===== config.mk =====
export PLATFORM = sky130hd
export DESIGN_NAME = hack_cpu_wide
export DESIGN_NICKNAME = d
export VERILOG_FILES = /design/src/rtl/hack_pkg.sv /design/src/rtl/hack_cpu_wide_alu.sv /design/src/rtl/hack_cpu_wide.sv
export SDC_FILE = /design/constraint.sdc
export NUM_CORES = 1
export LEC_CHECK = 0
export CAP_MARGIN = 20
export CORE_MARGIN = 2
export CORE_UTILIZATION = 35
export CTS_CLUSTER_DIAMETER = 120
export DETAILED_ROUTE_END_ITERATION = 8
export GPL_TIMING_DRIVEN = 0
export SYNTH_ARGS = -nofsm -noshare
export SYNTH_HDL_FRONTEND = slang
export SYNTH_SLANG_ARGS = --single-unit

===== constraint.sdc =====
create_clock -name clk -period 8.6 [get_ports clk]
set_clock_uncertainty 0.1 [all_clocks]
set_input_delay 1.72 -clock clk [delete_from_list [all_inputs] [get_ports clk]]
set_output_delay 1.72 -clock clk [all_outputs]
set_load 0.03 [all_outputs]

===== src/rtl/hack_pkg.sv =====
// rtl/hack_pkg.sv - Hack instruction field positions and ALU function type
package hack_pkg;

    localparam int BIT_C    = 15;
    localparam int BIT_A    = 12;
    localparam int COMP_LSB = 6;
    localparam int COMP_W   = 6;
    localparam int DEST_A   = 5;
    localparam int DEST_D   = 4;
    localparam int DEST_M   = 3;
    localparam int JMP_LT   = 2;
    localparam int JMP_EQ   = 1;
    localparam int JMP_GT   = 0;

    typedef struct packed {
        logic zx;
        logic nx;
        logic zy;
        logic ny;
        logic f;
        logic no;
    } alu_fn_t;

endpackage


===== src/rtl/hack_cpu_wide_alu.sv =====
// rtl/hack_cpu_wide_alu.sv - Hack ALU (zx/nx/zy/ny/f/no) with zero flag
module hack_cpu_wide_alu
    import hack_pkg::*;
(
    input  logic [15:0] x,
    input  logic [15:0] y,
    input  alu_fn_t     fn,
    output logic [15:0] out,
    output logic        zero
);

    logic [15:0] w_x0, w_x1, w_y0, w_y1, w_f;

    always_comb begin
        w_x0 = fn.zx ? 16'h0000 : x;
        w_x1 = fn.nx ? ~w_x0 : w_x0;
        w_y0 = fn.zy ? 16'h0000 : y;
        w_y1 = fn.ny ? ~w_y0 : w_y0;
        w_f  = fn.f ? (w_x1 + w_y1) : (w_x1 & w_y1);
        out  = fn.no ? ~w_f : w_f;
        zero = (out == 16'h0000);
    end

endmodule


===== src/rtl/hack_cpu_wide.sv =====
// rtl/hack_cpu_wide.sv - wide-fetch Hack core with A+C pair issue
// Optional perf counters enabled by HACK_CPU_WIDE_PERF_EN.
module hack_cpu_wide
    import hack_pkg::*;
#(
    parameter  int PC_WIDTH = 16,
    parameter  int LANES    = 2,
    localparam int LW       = $clog2(LANES)
)(
    input  logic                   clk,
    input  logic                   reset,
    input  logic                   stall,
    input  logic [16*LANES-1:0]    inst,
    input  logic [15:0]            in_m,
    output logic [PC_WIDTH-LW-1:0] inst_addr,
    output logic [14:0]            data_addr,
    output logic [15:0]            out_m,
    output logic                   write_m,
    output logic                   read_m
`ifdef HACK_CPU_WIDE_PERF_EN
    ,
    output logic [31:0]            perf_cycles,
    output logic [31:0]            perf_retired,
    output logic [31:0]            perf_dual
`endif
);

    logic [PC_WIDTH-1:0] r_pc, w_new_pc, w_target, w_inc;
    logic [15:0]         r_a, r_d;
    logic [15:0]         w_cur, w_nxt, w_ci, w_aop, w_y, w_alu;
    logic [LW-1:0]       w_slot, w_nslot;
    logic [14:0]         w_imm;
    logic                w_dual, w_is_c, w_zr, w_ng, w_gt, w_jmp;

    assign w_slot  = r_pc[LW-1:0];
    assign w_nslot = w_slot + 1'b1;
    assign w_cur   = inst[16*w_slot +: 16];
    assign w_nxt   = inst[16*w_nslot +: 16];
    assign w_imm   = w_cur[14:0];

    // An A-instruction in the last lane never pairs with the next word
    assign w_dual  = !w_cur[BIT_C] && (w_slot != LW'(LANES-1)) && w_nxt[BIT_C];
    assign w_ci    = w_dual ? w_nxt : w_cur;
    assign w_is_c  = w_ci[BIT_C];
    assign w_aop   = w_dual ? {1'b0, w_imm} : r_a;
    assign w_y     = w_ci[BIT_A] ? in_m : w_aop;

    hack_cpu_wide_alu u_alu (
        .x    (r_d),
        .y    (w_y),
        .fn   (alu_fn_t'(w_ci[COMP_LSB +: COMP_W])),
        .out  (w_alu),
        .zero (w_zr)
    );

    assign w_ng     = w_alu[15];
    assign w_gt     = !(w_zr || w_ng);
    assign w_jmp    = w_is_c && ((w_ci[JMP_LT] && w_ng) || (w_ci[JMP_EQ] && w_zr)
                                 || (w_ci[JMP_GT] && w_gt));
    assign w_target = w_dual ? PC_WIDTH'(w_imm) : PC_WIDTH'(r_a);
    assign w_inc    = w_dual ? PC_WIDTH'(2) : PC_WIDTH'(1);
    assign w_new_pc = w_jmp ? w_target : (r_pc + w_inc);

    assign inst_addr = (!stall && !reset) ? w_new_pc[PC_WIDTH-1:LW] : r_pc[PC_WIDTH-1:LW];
    assign data_addr = w_dual ? w_imm : r_a[14:0];
    assign out_m     = w_alu;
    assign write_m   = w_is_c && w_ci[DEST_M] && !stall && !reset;
    assign read_m    = w_is_c && w_ci[BIT_A];

    always_ff @(posedge clk) begin
        if (reset) begin
            r_pc <= '0;
            r_a  <= '0;
            r_d  <= '0;
        end else if (!stall) begin
            r_pc <= w_new_pc;
            if (!w_is_c)
                r_a <= {1'b0, w_imm};
            else if (w_ci[DEST_A])
                r_a <= w_alu;
            else if (w_dual)
                r_a <= {1'b0, w_imm};
            if (w_is_c && w_ci[DEST_D])
                r_d <= w_alu;
        end
    end

`ifdef HACK_CPU_WIDE_PERF_EN
    logic [31:0] r_cycles, r_retired, r_dual;

    always_ff @(posedge clk) begin
        if (reset) begin
            r_cycles  <= '0;
            r_retired <= '0;
            r_dual    <= '0;
        end else begin
            r_cycles <= r_cycles + 32'd1;
            if (!stall) begin
                r_retired <= r_retired + (w_dual ? 32'd2 : 32'd1);
                if (w_dual)
                    r_dual <= r_dual + 32'd1;
            end
        end
    end

    assign perf_cycles  = r_cycles;
    assign perf_retired = r_retired;
    assign perf_dual    = r_dual;
`endif

endmodule


### After elaboration in Yosys (flattened, before gate mapping)

Index checks and enable logic that the tools add are counted.

* add/subtract/negate cells: 3
* multipliers: 0
* div/mod/pow operators: 0
* order comparisons: 0
* equal/unequal tests: 0
* shift-type cells: 2
* muxes and demuxes: 15
* bitwise operators: 6
* reduce and logical (&&, ||, !) cells: 21

Operators with widths (count)
* $mux W16: 12
* $shiftx A32 B6 Y16: 2
* $not A16 Y16: 3
* $mux W15: 2
* $add A16 B16 Y16: 1
* $add A16 B2 Y16: 1
* $and A16 B16 Y16: 1
* $logic_not A16 Y1: 1
* $logic_and A1 B1 Y1: 12
* $logic_not A1 Y1: 4
* $logic_or A1 B1 Y1: 3
* $mux W2: 1
* $not A1 Y1: 2
* $reduce_and A2 Y1: 1
* $add A1 B1 Y1 const B: 1

* bits in registers: 48
* bits in latches: 0
* bits in writable memories: 0
* bits in read-only memories: 0
* logic and storage cells: 50
* memories: 0

### Depth between registers and ports, before layout

* word-level depth: 21
* mapped depth: 24
* depth with buffers taken out: 20

### Hierarchy

From an unflattened synthesis, not the netlist that was laid out.

* cells, all modules: 729
* area, all modules: 5449.0 um^2

Modules (own cells, without submodules)
* hack_cpu_wide: times used 1, cells each 484, area an instance 3590.9 um^2, sequential area each 960.9 um^2
* hack_cpu_wide_alu: times used 1, cells each 245, area an instance 1858.0 um^2, sequential area each 0.0 um^2

### Worst setup path before layout

Ideal clock, no wire load.

* path kind: in2out
* start point: in inst[15]
* end point: out inst_addr[0]
* arrival: 7.724 ns
* data required time: 6.780 ns
* setup slack: -0.944 ns
* stages on the path: 22
* path through: nand2b_2 -> nor2_1 -> inv_1 -> clkbuf_1 -> o21ai_0 -> nand2_1 -> a21boi_0 -> xnor2_1 -> ha_1 -> buf_4 -> a2111oi_0 -> o21ai_0 -> a221oi_1 -> mux2i_1 -> o211ai_1 -> xor2_1 -> a221oi_1 -> or3_1 -> buf_6 -> buf_2 -> and3_1 -> o31ai_1

* longest elaborated chain between the ends: 21
* elaborated cells between the ends (all ways): 32
* classes of those cells: add/sub: 2; shift: 2; mux: 12; bitwise: 4; reduce/logical: 12

RTL lines
* from (decl): RTL line hack_cpu_wide.sv:13 `input logic [16*LANES-1:0] inst,`
* $shiftx A32 B6 Y16: RTL line hack_cpu_wide.sv:37 `assign w_cur = inst[16*w_slot +: 16];`
* $logic_not A1 Y1: RTL line hack_cpu_wide.sv:42 `assign w_dual = !w_cur[BIT_C] && (w_slot != LW'(LANES-1)) && w_nxt[BIT_C];`
* $logic_and A1 B1 Y1: RTL line hack_cpu_wide.sv:42
* $logic_and A1 B1 Y1 *: RTL line hack_cpu_wide.sv:42
* $mux W16, on equally long branches
* $mux W16: RTL line hack_cpu_wide.sv:46 `assign w_y = w_ci[BIT_A] ? in_m : w_aop;`
* $mux W16: RTL line hack_cpu_wide_alu.sv:17 `w_y0 = fn.zy ? 16'h0000 : y;`
* $not A16 Y16: RTL line hack_cpu_wide_alu.sv:18 `w_y1 = fn.ny ? ~w_y0 : w_y0;`
* [5 not listed]
* net out_m[15]: RTL line hack_cpu_wide.sv:17 `output logic [15:0] out_m,`
* $logic_not A16 Y1: RTL line hack_cpu_wide_alu.sv:21 `zero = (out == 16'h0000);`
* $logic_or A1 B1 Y1: RTL line hack_cpu_wide.sv:57 `assign w_gt = !(w_zr || w_ng);`
* $logic_not A1 Y1: RTL line hack_cpu_wide.sv:57
* $logic_and A1 B1 Y1: RTL line hack_cpu_wide.sv:59 `|| (w_ci[JMP_GT] && w_gt));`
* $logic_or A1 B1 Y1 *: RTL line hack_cpu_wide.sv:59
* $logic_and A1 B1 Y1 *: RTL line hack_cpu_wide.sv:58 `assign w_jmp = w_is_c && ((w_ci[JMP_LT] && w_ng) || (w_ci[JMP_EQ] && w_zr)`
* $mux W16 *: RTL line hack_cpu_wide.sv:62 `assign w_new_pc = w_jmp ? w_target : (r_pc + w_inc);`
* $mux W15 *: RTL line hack_cpu_wide.sv:64 `assign inst_addr = (!stall && !reset) ? w_new_pc[PC_WIDTH-1:LW] : r_pc[PC_WIDTH-1:LW];`
* to (decl): RTL line hack_cpu_wide.sv:15 `output logic [PC_WIDTH-LW-1:0] inst_addr,`

Mark *: on every way through the listed nets, which the timed path passes. The rest lies on a longest branch.

### Worst setup path after layout

* start point: in inst[27]
* end point: out inst_addr[11]

* longest elaborated chain between the ends: 18
* elaborated cells between the ends (all ways): 27
* classes of those cells: add/sub: 1; shift: 2; mux: 11; bitwise: 4; reduce/logical: 9

RTL lines
* $shiftx A32 B6 Y16: RTL line hack_cpu_wide.sv:37
* $mux W16
* $mux W16: RTL line hack_cpu_wide.sv:46
* $mux W16: RTL line hack_cpu_wide_alu.sv:17
* $not A16 Y16: RTL line hack_cpu_wide_alu.sv:18
* $mux W16: RTL line hack_cpu_wide_alu.sv:18
* $add A16 B16 Y16 or $and A16 B16 Y16 (tied branches): RTL line hack_cpu_wide_alu.sv:19 `w_f = fn.f ? (w_x1 + w_y1) : (w_x1 & w_y1);`
* $mux W16 *: RTL line hack_cpu_wide_alu.sv:19
* [2 not listed]
* $logic_not A16 Y1: RTL line hack_cpu_wide_alu.sv:21
* $logic_or A1 B1 Y1: RTL line hack_cpu_wide.sv:57
* $logic_not A1 Y1: RTL line hack_cpu_wide.sv:57
* $logic_and A1 B1 Y1: RTL line hack_cpu_wide.sv:59
* $logic_or A1 B1 Y1 *: RTL line hack_cpu_wide.sv:59
* $logic_and A1 B1 Y1 *: RTL line hack_cpu_wide.sv:58
* $mux W16 *: RTL line hack_cpu_wide.sv:62
* $mux W15 *: RTL line hack_cpu_wide.sv:64

Every way passes the cells marked *; elsewhere a longest branch is shown, timed or not.

==> summary.txt <==
Tcrit/Tclk final: 99.6%
Max rail drop VDD: 0.292 mV
syn_nets: 842
clk slew on worst S/H paths: 0.07 ns
Worst Path Required: 6.78 ns
WL/cell: 20.1 µm
most common cell after layout, fill and taps aside: nand2_1
Syn Inst Count: 772
Remaining DRCs: 0
first-pass GRT wire length: 33700 µm
grt ovf: 0
die area: 16800 µm²
reported max-cap violation count: 0
sequential element share of the synthesized area: 17.4%
die height: 130 µm
Longest Clk Path Bufs: 2
antenna-violating nets left: 0
clock root cell: clkbuf_16
register area: 961 µm²
# hold bufs at CTS: 0
synthesized flop and latch total: 48
share of layout cells above drive strength 1: 20.9%
pin slew with the least headroom to its limit: 0.975 ns
Fillers: 1529
Synth async-reset ratio: 0%
Post-Route WL: 22900 µm
gr usage total: 25.9%
Vias: 6614
Vias/cell: 5.81
H-Tree Depth: 2
Placed Area: 6870 µm²
multi-input logic area: 4740 µm²
CTS buffer count: 5
Area Growth Syn to Fin: 43.8%
CP arrival: 6.75 ns
max-slew violation count: 0
setup violators final: 0
maximum clock rate: 0.117 GHz
Post-synth EDFFs: 0
Die Wd: 130 µm
CP Capture Type: output port
Sink Count: 48
initial antenna violation count: 0
Main synth FF type: dfxtp_1
Final #Nets: 996
RSZ-0062 raised after global routing: yes
GPL Wtd Cong: 0.885
CTS tree: done
CP startpoint kind: input port
Synth cell types: 71
Hold Vio Cnt, Final: 0
largest net degree at the start of global routing: 14
Detail Placement HPWL: 16800 µm
initial core utilization: 36.1%
CP Max Fanout: 10
Buffers on Ports: 97
Cell Count Post-Placement: 1080
number of detailed-route iterations in the first pass: 6
PwrDens: 343 nW/µm²
Leakage Power: 3.03 nW
Avg Inst Size Synth: 7.17 µm²
Syn Std Cell Area: 5530 µm²
outcome: finished clean
post-route cell area: 7960 µm²
Syn. warnings: 0
top-level I/O count: 99
vias in the first global route: 5903
r2r worst-path depth: 23
most frequent cells in the layout: 114 x nand2_1, 78 x clkdlybuf4s50_1, 65 x nor2_1, 58 x buf_4
Crit Path Category: in -> out
# rows: 45
Clk Latency, worst-skew pair: 0.30 ns
Core Box Area: 15300 µm²
Final min period: 8.57 ns
Hold Crit Depth: 2
slew margin rel.: 35.0%
DRT iter0 DRCs: 747
class of the worst hold path: reg -> reg
Final Non-Filler Cells: 1138
n_diodes: 0
[final cells by class]
class	count	share of cell area (%)
multi-input cells	646	59.5
repair buffers	148	17.5
inverters	23	1.12
clock buffers	8	1.84
well taps	211	3.32
plain buffers	54	4.62
flip-flops and latches	48	12.1
[power breakdown]
group          leakage (nW)  internal [mW]  switching [mW]
sequential            0.392          0.265          0.0394
clock                0.0712          0.117          0.0935
combinational          2.56          0.893            1.32
total                  3.03           1.27            1.46
[critical path, stage by stage]
cell             delay, ns
clkdlybuf4s50_1       0.51
mux2i_2               0.23
nand2_1               0.13
o21ai_4               0.11
buf_6                 0.18
nand2_1               0.09
xor2_2                0.18
fa_2                  0.43
a211oi_4              0.26
buf_6                 0.15
o211ai_4              0.11
nand4_1               0.15
a211oi_1              0.10
o211a_1               0.23
or3_4                 0.36
or4_4                 0.53
or3_4                 0.47
buf_6                 0.15
a32o_1                0.20
a311o_1               0.29
buf_6                 0.15
[metal layers]
metal	wire length (µm)	part of all wire (%)	vias up	GRT usage, %
li1	-	-	3131	-
met3	2020	8.8	29	4.14
met5	0	0	-	0
met1	10300	45	3144	37.6
met2	10300	45	310	40.8
met4	357	1.6	0	5.00
[final timing paths]
path	start	endpoint	slack [ns]
worst min-delay path	r_a[8]	r_a[8]	0.37
worst min register to register	r_a[8]	r_a[8]	0.37
worst max register to register	r_pc[0]	r_pc[8]	2.17
worst max-delay path	inst[27]	inst_addr[11]	0.03
[logic make-up after synthesis]
| family | Yosys count | share of synthesized area, % |
|---|---|---|
| AND/OR/NAND/NOR | 301 | 26.3 |
| AO/OA/AOI/OAI | 220 | 27.7 |
| buffers and inverters | 80 | 6.33 |
| XOR/XNOR | 56 | 8.86 |
| multiplexers | 48 | 8.98 |
| flip-flops | 48 | 17.4 |
| adder cells (fa/ha/maj) | 19 | 4.43 |
[synth_stat cells (14+ instances only)]
master	n	area (µm²)
mux2i_1	38	380
nand2_1	115	432
xor2_1	42	368
ha_1	18	225
clkbuf_1	37	139
o21ai_0	24	120
nor2_1	67	251
a21oi_1	53	265
o211ai_1	48	360
inv_1	23	86.3
nand3_1	16	80.1
dfxtp_1	48	961
xnor2_1	14	123
nor3b_1	15	113
a211oi_1	17	128
[through the flow]
| step | hold WS (ns) | worst slack, ns | setup TNS, ns | total power, mW | utilization (%) |
|---|---|---|---|---|---|
| 5_1_grt | 0.388 | -0.162 | -1.11 | 2.88 | 52.0 |
| 6_report | 0.368 | 0.0335 | 0 | 2.73 | 52.0 |
| 3_5_place_dp | 0.357 | -2.08 | -31.85 | 2.17 | 44.9 |
| 2_1_floorplan | 0.340 | 0.00913 | 0 | 1.56 | - |
| 3_3_place_gp | 0.351 | -2.11 | -32.30 | 2.17 | 44.9 |
| 4_1_cts | 0.368 | 0.0154 | 0 | 2.56 | 49.2 |
[sequential cells by signal, summed over array words and instances (netlist names)]
signal and count:
r_pc 16, r_d 16, r_a 16
[repair_timing]
| action | in CTS | in global routing |
|---|---|---|
| setup endpoints to repair | 24 | 15 |
| setup buffers | 33 | 16 |
| pin swaps | 27 | 27 |
| cloned | 0 | 4 |
| resized for setup | 167 | 77 |
Power figures use the tool's default switching activity.
